### src/rtl/mdu_alu_pkg.sv
// Shared ALU operation codes and mul/div FSM state encodings for the multicycle MIPS datapath.
// Codes 0-7 keep their legacy 3-bit values; 8-15 add XOR, shifts and the iterative mul/div ops.
package mdu_alu_pkg;

    localparam logic [3:0] ALU_NOP   = 4'd0;
    localparam logic [3:0] ALU_ADD   = 4'd1;
    localparam logic [3:0] ALU_SUB   = 4'd2;
    localparam logic [3:0] ALU_AND   = 4'd3;
    localparam logic [3:0] ALU_OR    = 4'd4;
    localparam logic [3:0] ALU_SLT   = 4'd5;
    localparam logic [3:0] ALU_SLTU  = 4'd6;
    localparam logic [3:0] ALU_NOR   = 4'd7;
    localparam logic [3:0] ALU_XOR   = 4'd8;
    localparam logic [3:0] ALU_SLL   = 4'd9;
    localparam logic [3:0] ALU_SRL   = 4'd10;
    localparam logic [3:0] ALU_SRA   = 4'd11;
    localparam logic [3:0] ALU_MULT  = 4'd12;
    localparam logic [3:0] ALU_MULTU = 4'd13;
    localparam logic [3:0] ALU_DIV   = 4'd14;
    localparam logic [3:0] ALU_DIVU  = 4'd15;

    typedef enum logic [1:0] {
        ST_IDLE = 2'd0,
        ST_RUN  = 2'd1,
        ST_DONE = 2'd2
    } mdu_state_t;

    // Mul/div ops occupy the top quarter of the code space.
    function automatic logic is_muldiv(input logic [3:0] op);
        return op[3:2] == 2'b11;
    endfunction

endpackage

### src/rtl/muldiv_core.sv
// Iterative shift-add multiplier / restoring divider producing HI:LO from captured operands.
// Latency: WIDTH cycles from accepted start to done; start is ignored while busy (no backpressure beyond that).
module muldiv_core
    import mdu_alu_pkg::*;
#(
    parameter int WIDTH = 32
) (
    input  logic             clk,
    input  logic             rstn,
    input  logic             start,
    input  logic             op_div,
    input  logic             op_signed,
    input  logic [WIDTH-1:0] a,
    input  logic [WIDTH-1:0] b,
    output logic             busy,
    output logic             done,
    output logic [WIDTH-1:0] hi,
    output logic [WIDTH-1:0] lo
);
    localparam int CW = $clog2(WIDTH);

    mdu_state_t       state, state_nxt;
    logic [CW-1:0]    cnt;
    logic [WIDTH-1:0] acc_hi, acc_lo, opnd;
    logic             div_r, neg_q, neg_r, dz;

    logic             accept, last;
    logic             a_neg, b_neg;
    logic [WIDTH-1:0] a_mag, b_mag;

    assign accept = start && (state != ST_RUN);
    assign last   = (cnt == CW'(WIDTH - 1));
    assign busy   = (state == ST_RUN);
    assign done   = (state == ST_DONE);

    assign a_neg  = op_signed & a[WIDTH-1];
    assign b_neg  = op_signed & b[WIDTH-1];
    assign a_mag  = a_neg ? -a : a;
    assign b_mag  = b_neg ? -b : b;

    always_ff @(posedge clk or negedge rstn) begin
        if (!rstn) state <= ST_IDLE;
        else       state <= state_nxt;
    end

    always_comb begin
        state_nxt = state;
        case (state)
            ST_IDLE, ST_DONE: state_nxt = accept ? ST_RUN : ST_IDLE;
            ST_RUN:           if (last) state_nxt = ST_DONE;
            default:          state_nxt = ST_IDLE;
        endcase
    end

    // One iteration step of each algorithm; acc_lo holds multiplier / dividend bits being consumed.
    logic [WIDTH:0]     mul_sum, div_sh;
    logic [WIDTH-1:0]   mul_hi, mul_lo, div_hi, div_lo;
    logic               div_ge;
    logic [2*WIDTH-1:0] prod;

    always_comb begin
        mul_sum = {1'b0, acc_hi} + (acc_lo[0] ? {1'b0, opnd} : '0);
        mul_hi  = mul_sum[WIDTH:1];
        mul_lo  = {mul_sum[0], acc_lo[WIDTH-1:1]};
        div_sh  = {acc_hi, acc_lo[WIDTH-1]};
        div_ge  = div_sh >= {1'b0, opnd};
        div_hi  = div_ge ? (div_sh[WIDTH-1:0] - opnd) : div_sh[WIDTH-1:0];
        div_lo  = {acc_lo[WIDTH-2:0], div_ge};
        prod    = neg_q ? -{mul_hi, mul_lo} : {mul_hi, mul_lo};
    end

    always_ff @(posedge clk or negedge rstn) begin
        if (!rstn) begin
            cnt    <= '0;
            acc_hi <= '0;
            acc_lo <= '0;
            opnd   <= '0;
            div_r  <= 1'b0;
            neg_q  <= 1'b0;
            neg_r  <= 1'b0;
            dz     <= 1'b0;
            hi     <= '0;
            lo     <= '0;
        end else if (accept) begin
            cnt    <= '0;
            acc_hi <= '0;
            acc_lo <= op_div ? a_mag : b_mag;
            opnd   <= op_div ? b_mag : a_mag;
            div_r  <= op_div;
            neg_q  <= a_neg ^ b_neg;
            neg_r  <= a_neg;
            dz     <= op_div && (b == '0);
        end else if (state == ST_RUN) begin
            cnt    <= cnt + 1'b1;
            acc_hi <= div_r ? div_hi : mul_hi;
            acc_lo <= div_r ? div_lo : mul_lo;
            if (last) begin
                // Divide by zero: the restoring loop already leaves the dividend as remainder.
                if (div_r) begin
                    hi <= neg_r ? -div_hi : div_hi;
                    lo <= dz ? '1 : (neg_q ? -div_lo : div_lo);
                end else begin
                    hi <= prod[2*WIDTH-1:WIDTH];
                    lo <= prod[WIDTH-1:0];
                end
            end
        end
    end

endmodule

### src/rtl/mdu_alu.sv
// Combinational ALU (C/Zero, zero latency) plus an attached iterative mul/div unit writing HI/LO.
// Mul/div takes WIDTH cycles under start/busy/done; starts during busy are dropped, controller stalls on busy.
module mdu_alu
    import mdu_alu_pkg::*;
#(
    parameter int WIDTH = 32,
    parameter int SHW   = $clog2(WIDTH)
) (
    input  logic             clk,
    input  logic             rstn,
    input  logic             start,
    input  logic [3:0]       ALUOp,
    input  logic [WIDTH-1:0] A,
    input  logic [WIDTH-1:0] B,
    output logic [WIDTH-1:0] C,
    output logic             Zero,
    output logic [WIDTH-1:0] HI,
    output logic [WIDTH-1:0] LO,
    output logic             busy,
    output logic             done
);
    logic [SHW-1:0] shamt;
    assign shamt = B[SHW-1:0];

    always_comb begin
        C = A;
        case (ALUOp)
            ALU_NOP:  C = A;
            ALU_ADD:  C = A + B;
            ALU_SUB:  C = A - B;
            ALU_AND:  C = A & B;
            ALU_OR:   C = A | B;
            ALU_SLT:  C = {{(WIDTH-1){1'b0}}, $signed(A) < $signed(B)};
            ALU_SLTU: C = {{(WIDTH-1){1'b0}}, A < B};
            ALU_NOR:  C = ~(A | B);
            ALU_XOR:  C = A ^ B;
            ALU_SLL:  C = A << shamt;
            ALU_SRL:  C = A >> shamt;
            ALU_SRA:  C = $signed(A) >>> shamt;
            default:  C = A;
        endcase
    end

    assign Zero = (C == '0);

    muldiv_core #(.WIDTH(WIDTH)) u_muldiv (
        .clk       (clk),
        .rstn      (rstn),
        .start     (start && is_muldiv(ALUOp)),
        .op_div    (ALUOp[1]),
        .op_signed (~ALUOp[0]),
        .a         (A),
        .b         (B),
        .busy      (busy),
        .done      (done),
        .hi        (HI),
        .lo        (LO)
    );

endmodule

### config.mk
export PLATFORM = sky130hd
export DESIGN_NAME = mdu_alu
export DESIGN_NICKNAME = d
export VERILOG_FILES = /design/src/rtl/mdu_alu_pkg.sv /design/src/rtl/muldiv_core.sv /design/src/rtl/mdu_alu.sv
export SDC_FILE = /design/constraint.sdc
export NUM_CORES = 1
export LEC_CHECK = 0
export CAP_MARGIN = 10
export CORE_MARGIN = 5
export CORE_UTILIZATION = 60
export CTS_BUF_LIST = sky130_fd_sc_hd__clkbuf_16
export DETAILED_ROUTE_END_ITERATION = 12
export PLACE_DENSITY = 0.93
export SETUP_SLACK_MARGIN = 0.4
export SYNTH_ARGS = -nofsm -noshare
export SYNTH_HDL_FRONTEND = slang
export SYNTH_SLANG_ARGS = --single-unit
### constraint.sdc
create_clock -name clk -period 19.5 [get_ports clk]
set_input_delay 3.9 -clock clk [delete_from_list [all_inputs] [get_ports clk]]
set_output_delay 3.9 -clock clk [all_outputs]
set_load 0.02 [all_outputs]
=== Word-level counts from Yosys, hierarchy flattened ===
Index checks and enable logic that the tools add are counted.

* Register bits after elaboration: 171
* Word-level logic and storage cells: 86
* Input port bits: 71

* $add $sub $neg: 10
* Bitwise operators: 9
* Reductions and logical operators: 9
* Multiplexer cells: 24
* $lt $le $gt $ge: 3
* Equal/unequal tests: 17
* Shifts and indexed selects: 3

{| class="wikitable"
|+ Operator list
! cell !! number
|-
| $mux 32 || 17
|-
| $pmux 32 s11 || 1
|-
| $neg 32->32 || 4
|-
| $logic_not 32->1 || 2
|-
| $lt 32x32->1 || 2
|-
| $mux 64 || 1
|-
| $neg 64->64 || 1
|-
| $sub 32x32->32 || 2
|-
| $add 32x33->33 || 1
|-
| $ge 33x32->1 || 1
|-
| $add 32x32->32 || 1
|-
| $and 32x32->32 || 1
|-
| $not 32->32 || 1
|-
| $or 32x32->32 || 1
|-
| $shl 32x5->32 || 1
|-
| $shr 32x5->32 || 1
|-
| $sshr 32x5->32 || 1
|-
| $xor 32x32->32 || 1
|-
| $eq 4x3->1 const B || 4
|-
| $eq 4x4->1 const B || 4
|-
| $mux 5 || 2
|-
| $eq 4x2->1 const B || 2
|-
| $add 5x1->5 const B || 1
|-
| $eq 5x5->1 const B || 1
|-
| 15 further kinds || 21
|}

=== Longest topological paths before layout ===
* Depth after elaboration: 5
* Mapped depth: 26
* Depth with buffers taken out: 23

=== Cells and area by module ===
A second synthesis with hierarchy kept.

* Cells, all modules: 3795
* Area total of the unflattened synthesis: 27423.8 um^2

{| class="wikitable"
|+ Modules (own cells, without submodules)
! module !! cells each !! area an instance (um^2) !! times used !! sequential area each (um^2)
|-
| muldiv_core || 2298 || 17108.9 || 1 || 4279.1
|-
| mdu_alu || 1497 || 10314.9 || 1 || 0.0
|}

=== Least setup slack after synthesis ===
No wires, ideal clock.

* Kind: input to output
* Start: input port B[2]
* End: output port Zero
* Buffers on the path: 5
* Arrival: 9.394 ns
* Setup slack: 6.206 ns
* Stages: 19
* Required time: 15.600 ns
* Path through: clkinv_1 buf_1 buf_1 clkbuf_1 buf_1 ha_1 clkbuf_1 or4_1 a31oi_1 a211oi_1 o311ai_1 xnor2_1 o22ai_1 o32a_1 or3_1 or4_1 a2111oi_0 nand4_1 nor3_1

{| class="wikitable"
|+ RTL lines
! item !! line !! RTL
|-
| start: declaration || mdu_alu.sv:14 || <nowiki>input logic [WIDTH-1:0] B,</nowiki>
|-
| $sub 32x32->32, or another cell as far along || mdu_alu.sv:30 || <nowiki>ALU_SUB: C = A - B;</nowiki>
|-
| $pmux 32 s11 * || mdu_alu.sv:27 || <nowiki>case (ALUOp)</nowiki>
|-
| net C[11] || mdu_alu.sv:15 || <nowiki>output logic [WIDTH-1:0] C,</nowiki>
|-
| $logic_not 32->1 * || mdu_alu.sv:44 || <nowiki>assign Zero = (C == '0);</nowiki>
|-
| end: declaration || mdu_alu.sv:16 || <nowiki>output logic Zero,</nowiki>
|}

The timed path passes the listed nets; every way through them passes the cells marked *.

=== Worst setup path in the final report ===
* Start: input port A[0]
* End: output port Zero

* Word-level cells in the longest chain between the ends: 4

{| class="wikitable"
|+ Ends and longest elaborated chain
! item !! line !! RTL
|-
| start: declaration || mdu_alu.sv:13 || <nowiki>input logic [WIDTH-1:0] A,</nowiki>
|-
| parallel branches: the longest is 2 deep, another holds $sub 32x32->32 || n/a ||
|-
| $pmux 32 s11 * || mdu_alu.sv:27 ||
|-
| $logic_not 32->1 * || mdu_alu.sv:44 ||
|}

Mark *: on every way between the ends.

==> flow_summary.yaml <==
logic_synthesis:
  synth_area_per_cell_sq_um: 6.992
  synth-seq-area-share_pct: 16.50
  synthTopCellsByArea: "dfrtp_1, ha_1, a21oi_1"
  synth_compound_area_share_pct: 29.99
  synth_top_area_share_pct: 16.50
  syn_nets: 3954
  async_flop_share_pct: 100.0
  synthAdderAreaFrac_pct: 8.510
  synth_edf_count: 0
  synthSimpleGateAreaFrac_pct: 21.65
  synth_mux_area_share_pct: 8.139
  synth.most_common_cell: "nor2_1"
  synth_top_family_by_area: "compound AO/OA/AOI/OAI gates"
  yosys_warnings: 0
  synth_xor_xnor_area_share_pct: 8.375
  synthCells: 3709
  yosysUniqueCellTypes: 95
  yosys.area.top_type: "dfrtp_1"
  synthesis.area_sq_mm: 0.02593
  ys_ff_latch: 171
  ys.flop_type: "dfrtp_1"
  yosys-top-cells-count: "nor2_1, nand2_1, a21oi_1, o21ai_0, clkbuf_1"
min_path:
  holdCritStartpoint: "u_muldiv.lo[4]$_DFFE_PN0P_"
  hold-path-cell-count: 2
  hp-class: "reg2reg"
  min_to: "u_muldiv.lo[4]$_DFFE_PN0P_"
drt:
  met1Wirelength_um: 38670
  routed-wl-met3_um: 11810
  drt_iter0_markers: 4260
  antenna_left: 0
  vias: 29330
  top_layer_used: "met4"
  vias_per_cell: 6.897
  dr_wl_met2_um: 43420
  wl_per_cell_um: 23.64
  drt_pass1_iterations: 6
  drt_wl_total_um: 100500
  drcViolationCount: 0
clocking:
  cts_resized: 0
  numCtsBuffers: 17
  clk_latency_ns: 0.46
  h-tree-depth: 4
  clock-sinks: 171
  post_cts_buffers: 0
  cts_buffer_depth: 2
  cts.clk_slew.worst_paths_ns: 0.06
  cts_tree: "yes"
  clock-root-buffer: "clkbuf_16"
  cts_hold_buf: 0
setup_path:
  cp_slowest_cell: "clkdlybuf4s50_1"
  cp_top_family: "compound AO/OA/AOI/OAI gates"
  cp.required_ns: 15.60
  path_cells: "clkdlybuf4s50_1, inv_1, ha_1, fa_1, o21bai_1, a221oi_1, o21bai_1, a221oi_1, buf_4, nor4b_1, o21ai_0, a2bb2oi_1, o311ai_0, a21boi_0, nand4b_1, a2111oi_0, nand4_1, nor3_1, clkdlybuf4s50_1"
  critical_path_class: "in2out"
  r2r.worst_path.cells: 16
  timing.rr.end: "u_muldiv.hi[31]$_DFFE_PN0P_"
  rrSetupSlack_ns: 13.31
  path_max_fanout: 9
  worstPathBufferInverterCount: 4
  cp-end-kind: "output pin"
  reg2reg_from: "u_muldiv.acc_lo[0]$_DFFE_PN0P_"
  cp-start-kind: "primary input"
  slowest_delay_ns: 0.75
  worstPathArrival_ns: 10.14
placed_design:
  place_area_sq_mm: 0.02762
  dp.final_hpwl_um: 77040
  portBuffers: 169
  place.gp.congestion: 1.097
finish:
  final_util_pct: 65.84
  nets: 3899
  final_layout_size_suffix_gt1_share_pct: 5.100
  antenna_cells: 0
  fillCellCount: 3805
  design_area_sq_mm: 0.02824
  areaGrowthSynthToFinish_pct: 8.882
power:
  peakVddDrop_mv: 0.1291
  power.total_mw: 4.462
  p_per_area_mw_per_mm2: 158.0
  p_leak_nw: 11.53
global_route:
  grt_util_all_layers_pct: 40.45
  grt_pass1_wl_um: 153700
  grt-ovfl-total: 0
  grt_max_degree: 100
  grt_pass1_vias: 26540
  antenna_found_initial: 0
floorplanning:
  core-area_sq_mm: 0.04289
  die-width_um: 217.9
  die-height_um: 217.9
  core.rowCount: 76
  ios: 170
  die_area_sq_mm: 0.04748
  initial_utilization_pct: 60.47
timing:
  setup_violations: 0
  fmax_ghz: 0.07122
  tightest_slew_ns: 1.265
  hold_violations: 0
  setup_tns_ns: 0
  slew_headroom_pct: 15.65
  period_share_pct: 72.01
  fin_worst_skew_ns: 0.01146
  hold_slack_ns: 0.4773
  rsz0062_at_grt: "no"
  slew_viol_final: 0
  finalCriticalPeriod_ns: 14.04
flow_run:
  cap_viol_max_count: 0
status:
  status: "finished, final reports clean"
[worst reg2reg max path: stages (launching register included)]
cell and delay [ns]:
dfrtp_1 0.49, inv_1 0.88, nor2_1 0.20, ha_1 0.45
a21oi_1 0.36, o21ai_1 0.24, a2111oi_2 0.47, o21bai_1 0.17
o41ai_1 0.41, xnor2_1 0.18, nor4_1 0.77, nand4_1 0.20
or3b_4 0.45, o41ai_2 0.26, xnor2_1 0.24, nor2_1 0.09
a311oi_1 0.24
[state kept, by name (all words and copies together), names as in the netlist]
register / cells
u_muldiv.acc_hi: 32
u_muldiv.acc_lo: 32
u_muldiv.cnt: 5
u_muldiv.div_r: 1
u_muldiv.dz: 1
u_muldiv.hi: 32
u_muldiv.lo: 32
u_muldiv.neg_q: 1
u_muldiv.neg_r: 1
u_muldiv.opnd: 32
u_muldiv.state: 2
[cell families after synthesis]
logic type | count (synthesis)
AO/OA/AOI/OAI | 1246
AND/OR/NAND/NOR | 1236
buffers and inverters | 461
XOR/XNOR | 248
adder cells (fa/ha/maj) | 174
multiplexers | 173
flip-flops | 171
[how the worst max path moves through the flow]
stage                     startpoint   end  slack, ns  cells past startpoint
after floorplan                 B[2]  Zero       6.21                     19
after global placement          A[0]  Zero       5.75                     19
after detailed placement        A[0]  Zero       5.65                     19
after CTS                       A[0]  Zero       5.61                     19
after global routing            A[0]  Zero       5.19                     19
final                           A[0]  Zero       5.46                     19
[where the power goes]
group          total [mW]  switching [mW]  internal [mW]
combinational        3.39            2.10           1.29
clock               0.362           0.158          0.204
sequential          0.712           0.211          0.501
[through the flow]
step | std cells | setup WS (ns)
3_5_place_dp | 4220 | 5.646
2_1_floorplan | 3709 | 6.206
6_report | 4252 | 5.459
5_1_grt | 4252 | 5.194
4_1_cts | 4252 | 5.607
3_3_place_gp | 4220 | 5.748
[metal layers]
layer	global-route usage, %	vias to the layer above
li1	-	13340
met5	0	-
met2	62.68	2040
met4	21.48	0
met1	53.44	13550
met3	7.997	395
[cell usage in the layout, fill, tap and decap left out, types with 92 or more instances in the layout]
cell type and n:
nand3_1 101, inv_1 157, xnor2_1 179, nand2_1 395, dfrtp_1 169, a211oi_1 92, a21oi_1 347, mux2i_1 122
clkdlybuf4s50_1 163, o21ai_0 347, nor2_1 410, ha_1 170
[cell type report]
type | count | area [sq um] | share of cell area [%]
multi-input cells | 3077 | 19910 | 70.52
inverters | 164 | 615.6 | 2.180
repair buffers | 223 | 2078 | 7.360
clock inverters | 15 | 188.9 | 0.6691
well taps | 585 | 732.0 | 2.592
clock buffers | 17 | 425.4 | 1.506
flip-flops and latches | 171 | 4284 | 15.17
Power figures use the tool's default switching activity.
